[src/rtl/lidar_entropy_pkg.sv]
// Shared definitions for the LiDAR entropy decoder front end.
// Holds the default buffer geometry, the bit-feeder state encoding and
// the largest number of bits the range normaliser may drop in one cycle.
package lidar_entropy_pkg;

   localparam int BUF_W_DEF   = 32;
   localparam int WIN_W_DEF   = 16;
   localparam int CNT_W_DEF   = 6;
   localparam int MAX_CONSUME = 16;
   localparam int SHIFT_W     = $clog2(MAX_CONSUME + 1);

   typedef enum logic [1:0] {
      FILL  = 2'd0,
      RUN   = 2'd1,
      DRAIN = 2'd2
   } feederState_e;

endpackage

[src/rtl/bit_buffer_shifter.sv]
// Combinational datapath of the bit feeder: drops up to MAX_CONSUME bits
// from the MSB end of a left-aligned buffer, then ORs one byte in at a
// variable offset measured from the MSB. The caller guarantees that all
// bits below the fill level are zero, so OR-ing in the byte is a write.
module bit_buffer_shifter
   import lidar_entropy_pkg::*;
#(
   parameter int BUF_W = BUF_W_DEF,
   parameter int CNT_W = CNT_W_DEF
) (
   input  logic [BUF_W-1:0]   bufIn_i,
   input  logic [SHIFT_W-1:0] shiftAmt_i,
   input  logic               insertEn_i,
   input  logic [7:0]         byte_i,
   input  logic [CNT_W-1:0]   offset_i,
   output logic [BUF_W-1:0]   bufOut_o
);

   logic [BUF_W-1:0] shifted;
   logic [BUF_W-1:0] inserted;

   // Shift first, then place the new byte just below the surviving bits
   always_comb begin
      shifted  = bufIn_i << shiftAmt_i;
      inserted = '0;
      if (insertEn_i) begin
         inserted = {byte_i, {(BUF_W-8){1'b0}}} >> offset_i;
      end
      bufOut_o = shifted | inserted;
   end

endmodule

[src/rtl/bitstream_window_feeder.sv]
// Bit feeder for the LiDAR entropy decoder's range calculator.
// Packs source bytes MSB-first into a left-aligned bit buffer, exposes the
// top WIN_W bits as a lookahead window and drops bits as the normaliser
// consumes them. Optional statistics counters: define BITFEED_STATS_EN.
module bitstream_window_feeder
   import lidar_entropy_pkg::*;
#(
   parameter int BUF_W = BUF_W_DEF,
   parameter int WIN_W = WIN_W_DEF,
   parameter int CNT_W = CNT_W_DEF
) (
   input  logic             clk,
   input  logic             reset,
   input  logic             flush,
   input  logic             byte_valid,
   input  logic [7:0]       byte_data,
   output logic             byte_ready,
   input  logic             stream_end,
   input  logic             consume_en,
   input  logic [4:0]       consume_bits,
   output logic [WIN_W-1:0] bitstream,
   output logic             window_valid,
   output logic [CNT_W-1:0] bits_avail,
   output logic             underrun_flag,
   output logic             done
`ifdef BITFEED_STATS_EN
   ,
   output logic [31:0]      total_bits_consumed,
   output logic [31:0]      bytes_accepted
`endif
);

   logic [BUF_W-1:0] bufData_q, bufData_d, shiftOut;
   logic [CNT_W-1:0] bitsAvail_q, bitsAvail_d;
   logic [CNT_W-1:0] effConsume, shiftAmt, remain;
   feederState_e     state_q, state_d;
   logic             underrun_q, underrun_d;
   logic             readyEn_q;
   logic             underrunNow;
   logic             accept;

   // Work out how many bits really leave the buffer this cycle; an
   // over-sized or over-long consume is an underrun and shifts nothing
   always_comb begin
      effConsume  = consume_en ? CNT_W'(consume_bits) : '0;
      underrunNow = consume_en &&
                    ((consume_bits > 5'(MAX_CONSUME)) || (effConsume > bitsAvail_q));
      shiftAmt    = underrunNow ? '0 : effConsume;
      remain      = bitsAvail_q - shiftAmt;
   end

   assign byte_ready = readyEn_q && (state_q != DRAIN) && !flush &&
                       (remain <= CNT_W'(BUF_W - 8));
   assign accept     = byte_valid && byte_ready;

   bit_buffer_shifter #(
      .BUF_W (BUF_W),
      .CNT_W (CNT_W)
   ) u_shifter (
      .bufIn_i    (bufData_q),
      .shiftAmt_i (shiftAmt[SHIFT_W-1:0]),
      .insertEn_i (accept),
      .byte_i     (byte_data),
      .offset_i   (remain),
      .bufOut_o   (shiftOut)
   );

   // Next buffer contents, fill level, sticky underrun and FSM state;
   // flush overrides everything and restarts from an empty FILL
   always_comb begin
      bufData_d   = shiftOut;
      bitsAvail_d = remain + (accept ? CNT_W'(8) : '0);
      underrun_d  = underrun_q | underrunNow;
      state_d     = state_q;
      case (state_q)
         FILL: begin
            if (stream_end) begin
               state_d = DRAIN;
            end else if (bitsAvail_d >= CNT_W'(WIN_W)) begin
               state_d = RUN;
            end
         end
         RUN: begin
            if (stream_end) begin
               state_d = DRAIN;
            end else if (bitsAvail_d < CNT_W'(WIN_W)) begin
               state_d = FILL;
            end
         end
         DRAIN:   state_d = DRAIN;
         default: state_d = FILL;
      endcase
      if (flush) begin
         bufData_d   = '0;
         bitsAvail_d = '0;
         underrun_d  = 1'b0;
         state_d     = FILL;
      end
   end

   // State registers; readyEn_q holds off byte_ready until the first edge
   // after reset so the source never sees a handshake during reset release
   always_ff @(posedge clk or posedge reset) begin
      if (reset) begin
         bufData_q   <= '0;
         bitsAvail_q <= '0;
         underrun_q  <= 1'b0;
         state_q     <= FILL;
         readyEn_q   <= 1'b0;
      end else begin
         bufData_q   <= bufData_d;
         bitsAvail_q <= bitsAvail_d;
         underrun_q  <= underrun_d;
         state_q     <= state_d;
         readyEn_q   <= 1'b1;
      end
   end

   assign bitstream     = bufData_q[BUF_W-1 -: WIN_W];
   assign window_valid  = (state_q != FILL);
   assign bits_avail    = bitsAvail_q;
   assign underrun_flag = underrun_q;
   assign done          = (state_q == DRAIN) && (bitsAvail_q == '0);

`ifdef BITFEED_STATS_EN
   logic [31:0] totalBits_q;
   logic [31:0] bytesAcc_q;

   // Free-running wrap-around counters of consumed bits and accepted bytes
   always_ff @(posedge clk or posedge reset) begin
      if (reset) begin
         totalBits_q <= '0;
         bytesAcc_q  <= '0;
      end else if (flush) begin
         totalBits_q <= '0;
         bytesAcc_q  <= '0;
      end else begin
         totalBits_q <= totalBits_q + 32'(shiftAmt);
         bytesAcc_q  <= bytesAcc_q + (accept ? 32'd1 : 32'd0);
      end
   end

   assign total_bits_consumed = totalBits_q;
   assign bytes_accepted      = bytesAcc_q;
`endif

endmodule

[config.mk]
export PLATFORM = sky130hd
export DESIGN_NAME = bitstream_window_feeder
export DESIGN_NICKNAME = d
export VERILOG_FILES = /design/src/rtl/lidar_entropy_pkg.sv /design/src/rtl/bit_buffer_shifter.sv /design/src/rtl/bitstream_window_feeder.sv
export SDC_FILE = /design/constraint.sdc
export NUM_CORES = 1
export LEC_CHECK = 0
export CAP_MARGIN = 0
export CORE_UTILIZATION = 49
export CTS_CLUSTER_SIZE = 8
export DETAILED_ROUTE_END_ITERATION = 7
export PLACE_DENSITY = 0.74
export SLEW_MARGIN = 20
export SYNTH_ARGS = -nofsm -noshare
export SYNTH_HDL_FRONTEND = slang
export SYNTH_SLANG_ARGS = --single-unit
[constraint.sdc]
create_clock -name clk -period 6.1 [get_ports clk]
set_input_delay 0.61 -clock clk [delete_from_list [all_inputs] [get_ports clk]]
set_output_delay 0.61 -clock clk [all_outputs]
set_load 0.02 [all_outputs]
; ---- Word-level counts from Yosys, hierarchy flattened
; Cells that the tools add are included.
[classes]
addsub = 2
n_lt_le_gt_ge = 5
n_eq_ne = 5
shifts = 2
muxes = 13
n_bitwise = 2
n_reduce_logical = 12
[op_table]
columns = op, n
row1 = $mux 32, 2
row2 = $or 32x32->32, 1
row3 = $shl 32x5->32, 1
row4 = $shr 32x6->32, 1
row5 = $mux 2, 5
row6 = $mux 5, 2
row7 = $ne 4x4->1 const B, 2
row8 = $add 6x4->6, 1
row9 = $ge 6x5->1 const B, 1
row10 = $gt 5x6->1, 1
row11 = $le 6x5->1 const B, 1
row12 = $logic_and 1x1->1, 6
row13 = $logic_not 6->1, 1
row14 = $lt 6x5->1 const B, 1
row15 = $mux 6, 1
row16 = $pmux 2 s3, 1
row17 = $sub 6x5->6, 1
row18 = $gt 5x5->1 const B, 1
row19 = $mux 4, 1
row20 = $eq 2x1->1 const B, 1
row21 = $eq 2x2->1 const B, 1
row22 = $logic_not 2->1, 1
row23 = $ne 2x2->1 const B, 1
row24 = $reduce_and 2->1, 1
row25 = 5 further kinds, 5
[totals]
reg_bits = 42
in_bits = 19
out_inout_bits = 26
wordCells = 46

; ---- Logic depth before layout (Yosys ltp)
; Gate-level depths: netlist of run 1.
[logic_depth]
ltp_word = 16
mapped_depth = 23
mapped_depth_nobuf = 20

; ---- Modules after synthesis
; From an unflattened synthesis of run 1, not the netlist that was laid out.
[hier_totals]
cells_unflattened = 542
hier_area_um2 = 4937.2
[by_module_without_submodules]
columns = mod, n_inst, cells_each, area_each_um2, seq_area_each_um2
row1 = bit_buffer_shifter, 1, 360, 2921.6, 0.0
row2 = bitstream_window_feeder, 1, 182, 2015.7, 1051.0

; ---- Worst setup path before layout of run 1
; No wires, ideal clock.
[synth_timing]
kind = input to register
start = input port consume_en
end = register state_q[0]
setup_ps = 125
t_arrival_ps = 5123
required_time_ps = 5975
setup_slack_ps = 852
path_stages = 20
n_path_buf = 2
cell_sequence = nand2_1 -> clkinv_1 -> clkbuf_1 -> ha_1 -> nor2b_1 -> o21ai_0 -> a21boi_2 -> nor3_2 -> inv_1 -> clkbuf_1 -> ha_1 -> nor2b_1 -> o311a_1 -> a211oi_1 -> or4b_4 -> a311oi_4 -> ha_1 -> ha_1 -> xnor2_1 -> a2111oi_0
[synth_between]
elab_chain_cells = 14
elab_cells_between_ends = 16
classes_between = 2 x add/sub / 4 x order compare / 2 x eq/ne / 3 x mux / 5 x reduce/logical
[synth_rtl]
columns = item, line_no
row1 = from (decl), bitstream_window_feeder.sv:19  ; input logic consume_en,
row2 = $mux 5, bitstream_window_feeder.sv:45  ; effConsume = consume_en ? CNT_W'(consume_bits) : '0;
row3 = $gt 5x6->1, bitstream_window_feeder.sv:47  ; ((consume_bits > 5'(MAX_CONSUME)) || (effConsume > bitsAvail_q));
row4 = $logic_or 1x1->1, bitstream_window_feeder.sv:47
row5 = $logic_and 1x1->1, bitstream_window_feeder.sv:46  ; underrunNow = consume_en &&
row6 = $mux 5 (*), bitstream_window_feeder.sv:48  ; shiftAmt = underrunNow ? '0 : effConsume;
row7 = $sub 6x5->6 (*), bitstream_window_feeder.sv:49  ; remain = bitsAvail_q - shiftAmt;
row8 = $le 6x5->1, bitstream_window_feeder.sv:53  ; (remain <= CNT_W'(BUF_W - 8));
row9 = $logic_and 1x1->1, bitstream_window_feeder.sv:52  ; assign byte_ready = readyEn_q && (state_q != DRAIN) && !flush &&
row10 = $logic_and 1x1->1, bitstream_window_feeder.sv:54  ; assign accept = byte_valid && byte_ready;
row11 = $mux 4, bitstream_window_feeder.sv:72  ; bitsAvail_d = remain + (accept ? CNT_W'(8) : '0);
row12 = $add 6x4->6 (*), bitstream_window_feeder.sv:72
row13 = $lt 6x5->1 / $ge 6x5->1 (equally long branches), "bitstream_window_feeder.sv:86, bitstream_window_feeder.sv:79"
row14 = $ne 4x4->1 (no source line), --
row15 = $reduce_and 2->1 (no source line) (*), --
row16 = to (signal assigned), bitstream_window_feeder.sv:114  ; state_q <= state_d;
row17 = to (decl), bitstream_window_feeder.sv:36  ; feederState_e state_q, state_d;
; Every way passes the cells marked *; elsewhere a longest branch is shown, timed or not.
; A chain may end at the register's enable or synchronous reset.

; ---- Worst setup path in the final report of run 1
[layout_timing]
start = input port consume_en
end = output port byte_ready
[layout_between]
elab_chain_cells = 8
[layout_rtl]
columns = item, line_no
row1 = $mux 5, bitstream_window_feeder.sv:45
row2 = $gt 5x6->1, bitstream_window_feeder.sv:47
row3 = $logic_or 1x1->1, bitstream_window_feeder.sv:47
row4 = $logic_and 1x1->1, bitstream_window_feeder.sv:46
row5 = $mux 5 (*), bitstream_window_feeder.sv:48
row6 = $sub 6x5->6 (*), bitstream_window_feeder.sv:49
row7 = $le 6x5->1 (*), bitstream_window_feeder.sv:53
row8 = $logic_and 1x1->1 (*), bitstream_window_feeder.sv:52
row9 = to (decl), bitstream_window_feeder.sv:17  ; output logic byte_ready,
; Marks and branches as above.

==> results of run 1 <==
==> placed cells by master, fill, tap and decap left out, types with 12 or more instances in the layout <==
cell | netlist | layout
a21oi_1 | 35 | 35
nand2_1 | 80 | 80
mux2i_1 | 31 | 31
clkdlybuf4s50_1 | 0 | 44
ha_1 | 12 | 12
mux2_2 | 16 | 16
buf_4 | 18 | 20
o22ai_1 | 21 | 21
dfrtp_1 | 42 | 42
o21ai_0 | 28 | 28
inv_1 | 22 | 21
nor2_1 | 64 | 63
a31oi_1 | 19 | 19
a22oi_1 | 14 | 14
==> sequential cells by signal, summed over array words and instances, names as in the netlist <==
name	cells
bufData_q	32
readyEn_q	1
bits_avail	6
underrun_flag	1
state_q	2
==> area by class of cell <==
type | count | area share [%]
inverter | 26 | 1.975
clock inverter | 1 | 0.1013
timing repair buffer | 64 | 11.95
sequential | 42 | 21.27
multi-input combinational | 460 | 60.23
clock buffer | 7 | 1.747
tap | 108 | 2.734
==> how the worst max path moves through the flow <==
| stage | startpoint | endpoint | slack [ns] | cells after the start |
|---|---|---|---|---|
| after floorplan | consume_en | state_q[0]$_DFFE_PP0P_ | 0.85 | 20 |
| after global placement | consume_en | byte_ready | 0.53 | 16 |
| after detailed placement | consume_en | state_q[0]$_DFFE_PP0P_ | 0.31 | 19 |
| after CTS | consume_en | byte_ready | 0.34 | 16 |
| after global routing | consume_en | byte_ready | 0.09 | 16 |
| final | consume_en | byte_ready | 0.39 | 16 |
==> critical path, stage by stage <==
cell	delay, ns
clkdlybuf4s50_1	0.51
nand2_1	0.23
clkinv_1	0.12
ha_1	0.32
nor2b_1	0.16
o21ai_0	0.28
a21boi_1	0.19
nor2_2	0.25
nand2_1	0.14
ha_1	0.28
nor2b_1	0.15
o31ai_1	0.29
a211oi_1	0.18
or4b_4	0.56
a31oi_1	0.20
clkdlybuf4s50_1	0.63
==> through the flow <==
| step | std cells | total power [W] | utilization [%] | hold WS [ns] |
|---|---|---|---|---|
| 2_1_floorplan | 579 | 0.001383 | - | 0.4407 |
| 3_3_place_gp | 700 | 0.001767 | 55.87 | 0.4610 |
| 3_5_place_dp | 700 | 0.001774 | 55.87 | 0.5034 |
| 4_1_cts | 708 | 0.001976 | 56.92 | 0.5134 |
| 5_1_grt | 708 | 0.002132 | 56.95 | 0.5488 |
| 6_report | 708 | 0.002024 | 56.95 | 0.5116 |
==> layer usage <==
| metal | GRT usage [%] | part of all wire, % |
|---|---|---|
| met5 | 0 | 0 |
| met4 | 11.37 | 3.9 |
| met3 | 5.925 | 11 |
| met2 | 50.70 | 44 |
| met1 | 47.75 | 41 |
==> report_power, final <==
group	internal (W)	leakage, nW	switching [W]
Sequential	0.000340	0.563	0.0000891
Combinational	0.000517	1.47	0.000880
Clock	0.0000916	0.0482	0.000106
Total	0.000949	2.08	0.00108
==> kinds of logic (layout without fill, tap and decap cells) <==
group / after synthesis / count (layout)
AO/OA/AOI/OAI: 192 / 192
AND/OR/NAND/NOR: 203 / 203
flip-flops: 42 / 42
adder cells (fa/ha/maj): 13 / 13
XOR/XNOR: 4 / 4
buffers and inverters: 77 / 98
multiplexers: 47 / 47
other: 1 / 1
==> results by group, run 1 <==
Power and ir drop
  • VDD IR max: 0.2047 mV
  • Pwr Density: 409.5 nW/um2
  • Lkg Pwr: 2.079 nW

Floorplan
  • Core ar.: 8678 um2
  • Initial Utilization: 50.55%
  • FP Rows: 34
  • Io pins: 45
  • Die area: 9334 um2
  • Die H: 96.62 um
  • Chip width: 96.62 um

Clock network
  • H-Tree Depth: 2
  • Post_cts resized: 0
  • Clock-pin slew on the worst setup and hold paths: 0.08 ns
  • Max Buffers Root-to-Sink: 2
  • # clock sinks: 42
  • Root Buffer: clkbuf_8
  • CTS Hold Buffers Added: 0
  • TritonCTS buffer count: 5
  • Setup bufs post-CTS: 0
  • Worst-Skew Late Latency: 0.31 ns
  • TritonCTS clock tree: built

Yosys
  • Synth Area in Compound Gates: 30.43%
  • Most frequent cell after synthesis: nand2_1
  • Asr flop ratio synth: 100.0%
  • Post-synth top cells: nand2_1, nor2_1, dfrtp_1
  • Cell type with the largest total area after synthesis: dfrtp_1
  • Number of synthesized flops with an enable pin: 0
  • Avg Cell Area, Syn: 7.576 um2
  • Yosys reg bits: 42
  • Sequential fraction of the synthesis area: 23.96%
  • Top-area cell type share of the netlist area: 23.96%
  • Ys flop type: dfrtp_1
  • Post-Synthesis Cell Area: 4387 um2
  • Area contributors post-synth: dfrtp_1, mux2i_1, nand2_1
  • Mapped Nets: 611
  • Simple-gate share of the synthesized area: 21.31%
  • XOR/XNOR share of the synthesized area: 0.7986%
  • Main combinational cell family by area after synthesis: compound AO/OA/AOI/OAI gates
  • Post-Synth Adder-Cell Area: 3.879%
  • Cells after synthesis: 579
  • Synth unique cells: 68
  • Multiplexer area fraction after synthesis: 11.18%
  • Synth warn: 0

STA
  • Setup_tns: 0 ns
  • Setup violators final: 0
  • Fmax: 175.2 MHz
  • Final Hold Fails: 0
  • Final period util: 93.56%
  • RSZ-0062 raised after global routing: false
  • Worst rel slew slack: 28.69%
  • Worst Setup Slack, final: 0.3928 ns
  • Post-layout minimum cycle time: 5.707 ns
  • Slew Limit Fails: 0
  • Clock skew: 0.01045 ns
  • Least-Margin Pin Slew: 1.064 ns

Routing
  • DR vias: 4866
  • Initial DRC Count: 728
  • Drt total wl: 15.84 mm
  • Via density: 6.873
  • DRC: 0
  • WL/cell: 22.37 um
  • Drt pass-1 iters: 5
  • Routed Antenna Nets: 0

Setup path
  • CP endpoint kind: primary output
  • CP Class: input port to primary output
  • CP arrival: 5.10 ns
  • R2R cell count: 17
  • Crit path max fanout: 7
  • Crit path required time: 5.49 ns
  • R2r setup slk: 1.25 ns
  • R2r startpoint: bits_avail[1]$_DFF_PP0_
  • Reg2reg end: state_q[0]$_DFFE_PP0P_
  • Crit start category: input port

Placement
  • HPWL reported at the end of detailed placement: 11.75 mm
  • Placed instance area: 4848 um2
  • # port buffers: 44
  • Dpl ws: 0.3119 ns
  • Final GP Congestion: 0.9894

Global routing
  • Vias in the first global route: 4492
  • Tot GR Track Use: 33.38%
  • Initial antenna violation count: 1
  • Largest net degree at the start of global routing: 43
  • First-pass GRT wire length: 24.94 mm
  • Congestion Overflow GR: 0

Min path
  • Hold/Removal Path Class: register to register
  • Hold depth: 1
  • Hold Crit Endpoint: state_q[0]$_DFFE_PP0P_
  • Hold_sp: state_q[1]$_DFFE_PP0P_

Run status
  • Status: finished, final reports clean

Finish
  • Fillers: 819
  • Share of cells above drive strength 1: 10.50%
  • Register area: 1051 um2
  • Final instance area: 4942 um2
  • Footprint of the multi-input gates: 2977 um2
  • Diodes inserted: 0
  • Final nets: 631
  • Area Growth Syn to Fin: 12.66%

Run
  • Max-cap violations: 0
(Power assumes the default switching activity.)
==> inputs of run 2 (changes only) <==
CORE_UTILIZATION = 25   (was 49)
PLACE_DENSITY = 0.46   (was 0.74)
==> run 2 against run 1 <==
Compared with the run above: via count down 2.2%; first-iteration DRC count shrank 43%; flip-flop and latch count unchanged; global-route usage shrank 14 points; count of clock-buffer cells in the layout decreased by 2; setup slack got worse by 0.047 ns; combinational power about the same; register-to-register slack improved by 0.07 ns; highest routed layer unchanged.
==> results by group, run 2 (synthesis gave the netlist of run 1 again) <==
STA
  • Worst Setup Slack, final: 0.3460 ns (was 0.3928 ns)
  • RSZ-0062 raised after global routing: false (unchanged)
  • Final period util: 94.33% (was 93.56%)
  • Clock skew: 0.006399 ns (was 0.01045 ns)
  • Fmax: 173.8 MHz (was 175.2 MHz)
  • Slew Limit Fails: 0 (unchanged)
  • Post-layout minimum cycle time: 5.754 ns (was 5.707 ns)
  • Least-Margin Pin Slew: 0.8540 ns (was 1.064 ns)
  • Final Hold Fails: 0 (unchanged)
  • Worst rel slew slack: 42.86% (was 28.69%)
  • Setup violators final: 0 (unchanged)
  • Setup_tns: 0 ns (unchanged)

Finish
  • Max reg flops: 32 (unchanged)
  • Final instance area: 5200 um2 (was 4942 um2)
  • Most frequent cells in the layout: nand2_1, nor2_1, clkdlybuf4s50_1 (unchanged)
  • Diodes inserted: 0 (unchanged)
  • Top reg by flops: bufData_q (unchanged)
  • Area Growth Syn to Fin: 18.54% (was 12.66%)
  • Final nets: 636 (was 631)
  • Commonest non-fill, non-tap cell in the layout: nand2_1 (unchanged)
  • Fillers: 1818 (was 819)
  • Share of cells above drive strength 1: 11.40% (was 10.50%)

Clock network
  • Root Buffer: clkbuf_16 (was clkbuf_8)
  • H-Tree Depth: 2 (unchanged)
  • TritonCTS clock tree: built (unchanged)
  • Clock-pin slew on the worst setup and hold paths: 0.06 ns (was 0.08 ns)
  • Worst-Skew Late Latency: 0.31 ns (about the same)
  • Setup bufs post-CTS: 0 (unchanged)
  • TritonCTS buffer count: 5 (unchanged)
  • Max Buffers Root-to-Sink: 2 (unchanged)
  • CTS Hold Buffers Added: 0 (unchanged)
  • # clock sinks: 42 (unchanged)

Power and ir drop
  • Clk pwr share: 14.7% (was 9.7%)
  • Lkg Pwr: 2.137 nW (was 2.079 nW)
  • Pwr Density: 418.2 nW/um2 (was 409.5 nW/um2)
  • Reg power frac: 19.8% (was 21.2%)
  • Switch share: 51.31% (was 53.13%)
  • Internal power: 0.001059 W (was 0.0009486 W)
  • P_sw: 0.001116 W (was 0.001075 W)
  • Logic pwr share: 65.5% (was 69.0%)
  • VDD IR max: 0.1450 mV (was 0.2047 mV)

Setup path
  • CP endpoint kind: primary output (unchanged)
  • Crit path required time: 5.49 ns (about the same)
  • Crit start category: input port (unchanged)
  • CP Class: input port to primary output (unchanged)
  • CP arrival: 5.14 ns (was 5.10 ns)
  • Crit path max fanout: 7 (unchanged)

Global routing
  • Tot GR Track Use: 19.75% (was 33.38%)
  • Largest net degree at the start of global routing: 43 (unchanged)
  • Met3 Usage GRT: 3.566% (was 5.925%)
  • Vias in the first global route: 4653 (was 4492)
  • M2 GR Usage: 28.38% (was 50.70%)
  • M1 GR Usage: 28.73% (was 47.75%)
  • First-pass GRT wire length: 27.26 mm (was 24.94 mm)
  • Most crowded layer after global routing: met1 (was met2)
  • Congestion Overflow GR: 0 (unchanged)
  • Initial antenna violation count: 0 (was 1)

Routing
  • Initial DRC Count: 412 (was 728)
  • DRC: 0 (unchanged)
  • WL/cell: 21.08 um (was 22.37 um)
  • DR vias: 4757 (was 4866)
  • Routed Antenna Nets: 0 (unchanged)
  • Drt pass-1 iters: 5 (unchanged)
  • Drt total wl: 17.50 mm (was 15.84 mm)
  • Via density: 5.731 (was 6.873)

Placement
  • Placed instance area: 5032 um2 (was 4848 um2)
  • # port buffers: 44 (unchanged)
  • Final GP Congestion: 0.9031 (was 0.9894)
  • Dpl ws: 0.3417 ns (was 0.3119 ns)
  • HPWL reported at the end of detailed placement: 13.36 mm (was 11.75 mm)

Floorplan
  • Io pins: 45 (unchanged)
  • Die H: 134.5 um (was 96.62 um)
  • Chip width: 134.5 um (was 96.62 um)
  • Die area: 18080 um2 (was 9334 um2)
  • Core ar.: 17240 um2 (was 8678 um2)
  • Initial Utilization: 25.45% (was 50.55%)
  • FP Rows: 48 (was 34)

Min path
  • Hold/Removal Path Class: register to register (unchanged)

Run status
  • Status: finished, final reports clean (unchanged)

Run
  • Max-cap violations: 0 (unchanged)
[run 2: cell count changes in the layout (fill, tap and decap cells not counted)]
cell	change
buf_4	+5
clkinv_2	+1
clkbuf_16	+5
clkbuf_1	-1
bufinv_16	+1
clkbuf_8	-6
[run 2: critical path: stages]
cell,delay (ns)
clkdlybuf4s50_1,0.64
nand2_1,0.18
inv_1,0.15
ha_1,0.24
and4b_1,0.23
o21ai_0,0.16
a21boi_1,0.19
nor2_2,0.26
nand2_1,0.15
ha_1,0.29
nor2b_1,0.16
o31ai_1,0.32
a211oi_1,0.18
or4b_4,0.56
a31oi_1,0.18
clkdlybuf4s50_1,0.65
[run 2: path summary, 6_finish.rpt]
check	startpoint	end	slack (ns)	cells past startpoint
min in group asynchronous	reset	bufData_q[27]$_DFF_PP0_	0.77	3
max reg2reg	bits_avail[1]$_DFF_PP0_	state_q[0]$_DFFE_PP0P_	1.32	17
min	state_q[1]$_DFFE_PP0P_	state_q[0]$_DFFE_PP0P_	0.50	1
min reg2reg	state_q[1]$_DFFE_PP0P_	state_q[0]$_DFFE_PP0P_	0.50	1
max	consume_en	byte_ready	0.35	16
max in group asynchronous	reset	bufData_q[6]$_DFF_PP0_	4.89	3
[run 2: routing by layer]
metal  wire length (um)  share of wire, %  vias up
met5                  0                 0        -
met3               1419               8.1       30
li1                   -                 -     2179
met4                477               2.7        0
met2               7330                42      270
met1               8269                47     2278
[run 2: repair_timing]
action | 4_1_cts | 5_1_grt
gates resized for setup | 0 | 1
setup endpoints to repair | 0 | 1
hold endpoints to repair | 0 | 0
[run 2: stage by stage]
step / util (%) / hold WS, ns / cells / total power (W)
after floorplan: - / 0.4407 / 579 / 0.001383
after global placement: 29.20 / 0.4600 / 822 / 0.001837
after detailed placement: 29.20 / 0.4920 / 822 / 0.001828
after CTS: 30.15 / 0.5023 / 830 / 0.002156
after global routing: 30.17 / 0.5255 / 830 / 0.002309
final: 30.17 / 0.5050 / 830 / 0.002174
[run 2: power by group through the flow]
stage	combinational, W	clock, W	sequential (W)
detailed placement	0.00140	0	0.000432
floorplan	0.000970	0	0.000414
CTS	0.00140	0.000324	0.000427
global route	0.00153	0.000337	0.000438
global placement	0.00140	0	0.000433
finish	0.00142	0.000319	0.000431
[run 2: layout make-up]
class / instances / area [um2] / area share [%]
Tap cell: 225 / 281.5 / 5.414
Sequential cell: 42 / 1051 / 20.21
Clock inverter: 3 / 40.04 / 0.7700
Timing Repair Buffer: 69 / 628.1 / 12.08
Multi-Input combinational cell: 460 / 2977 / 57.24
Clock buffer: 5 / 125.1 / 2.406
Inverter: 26 / 97.59 / 1.877
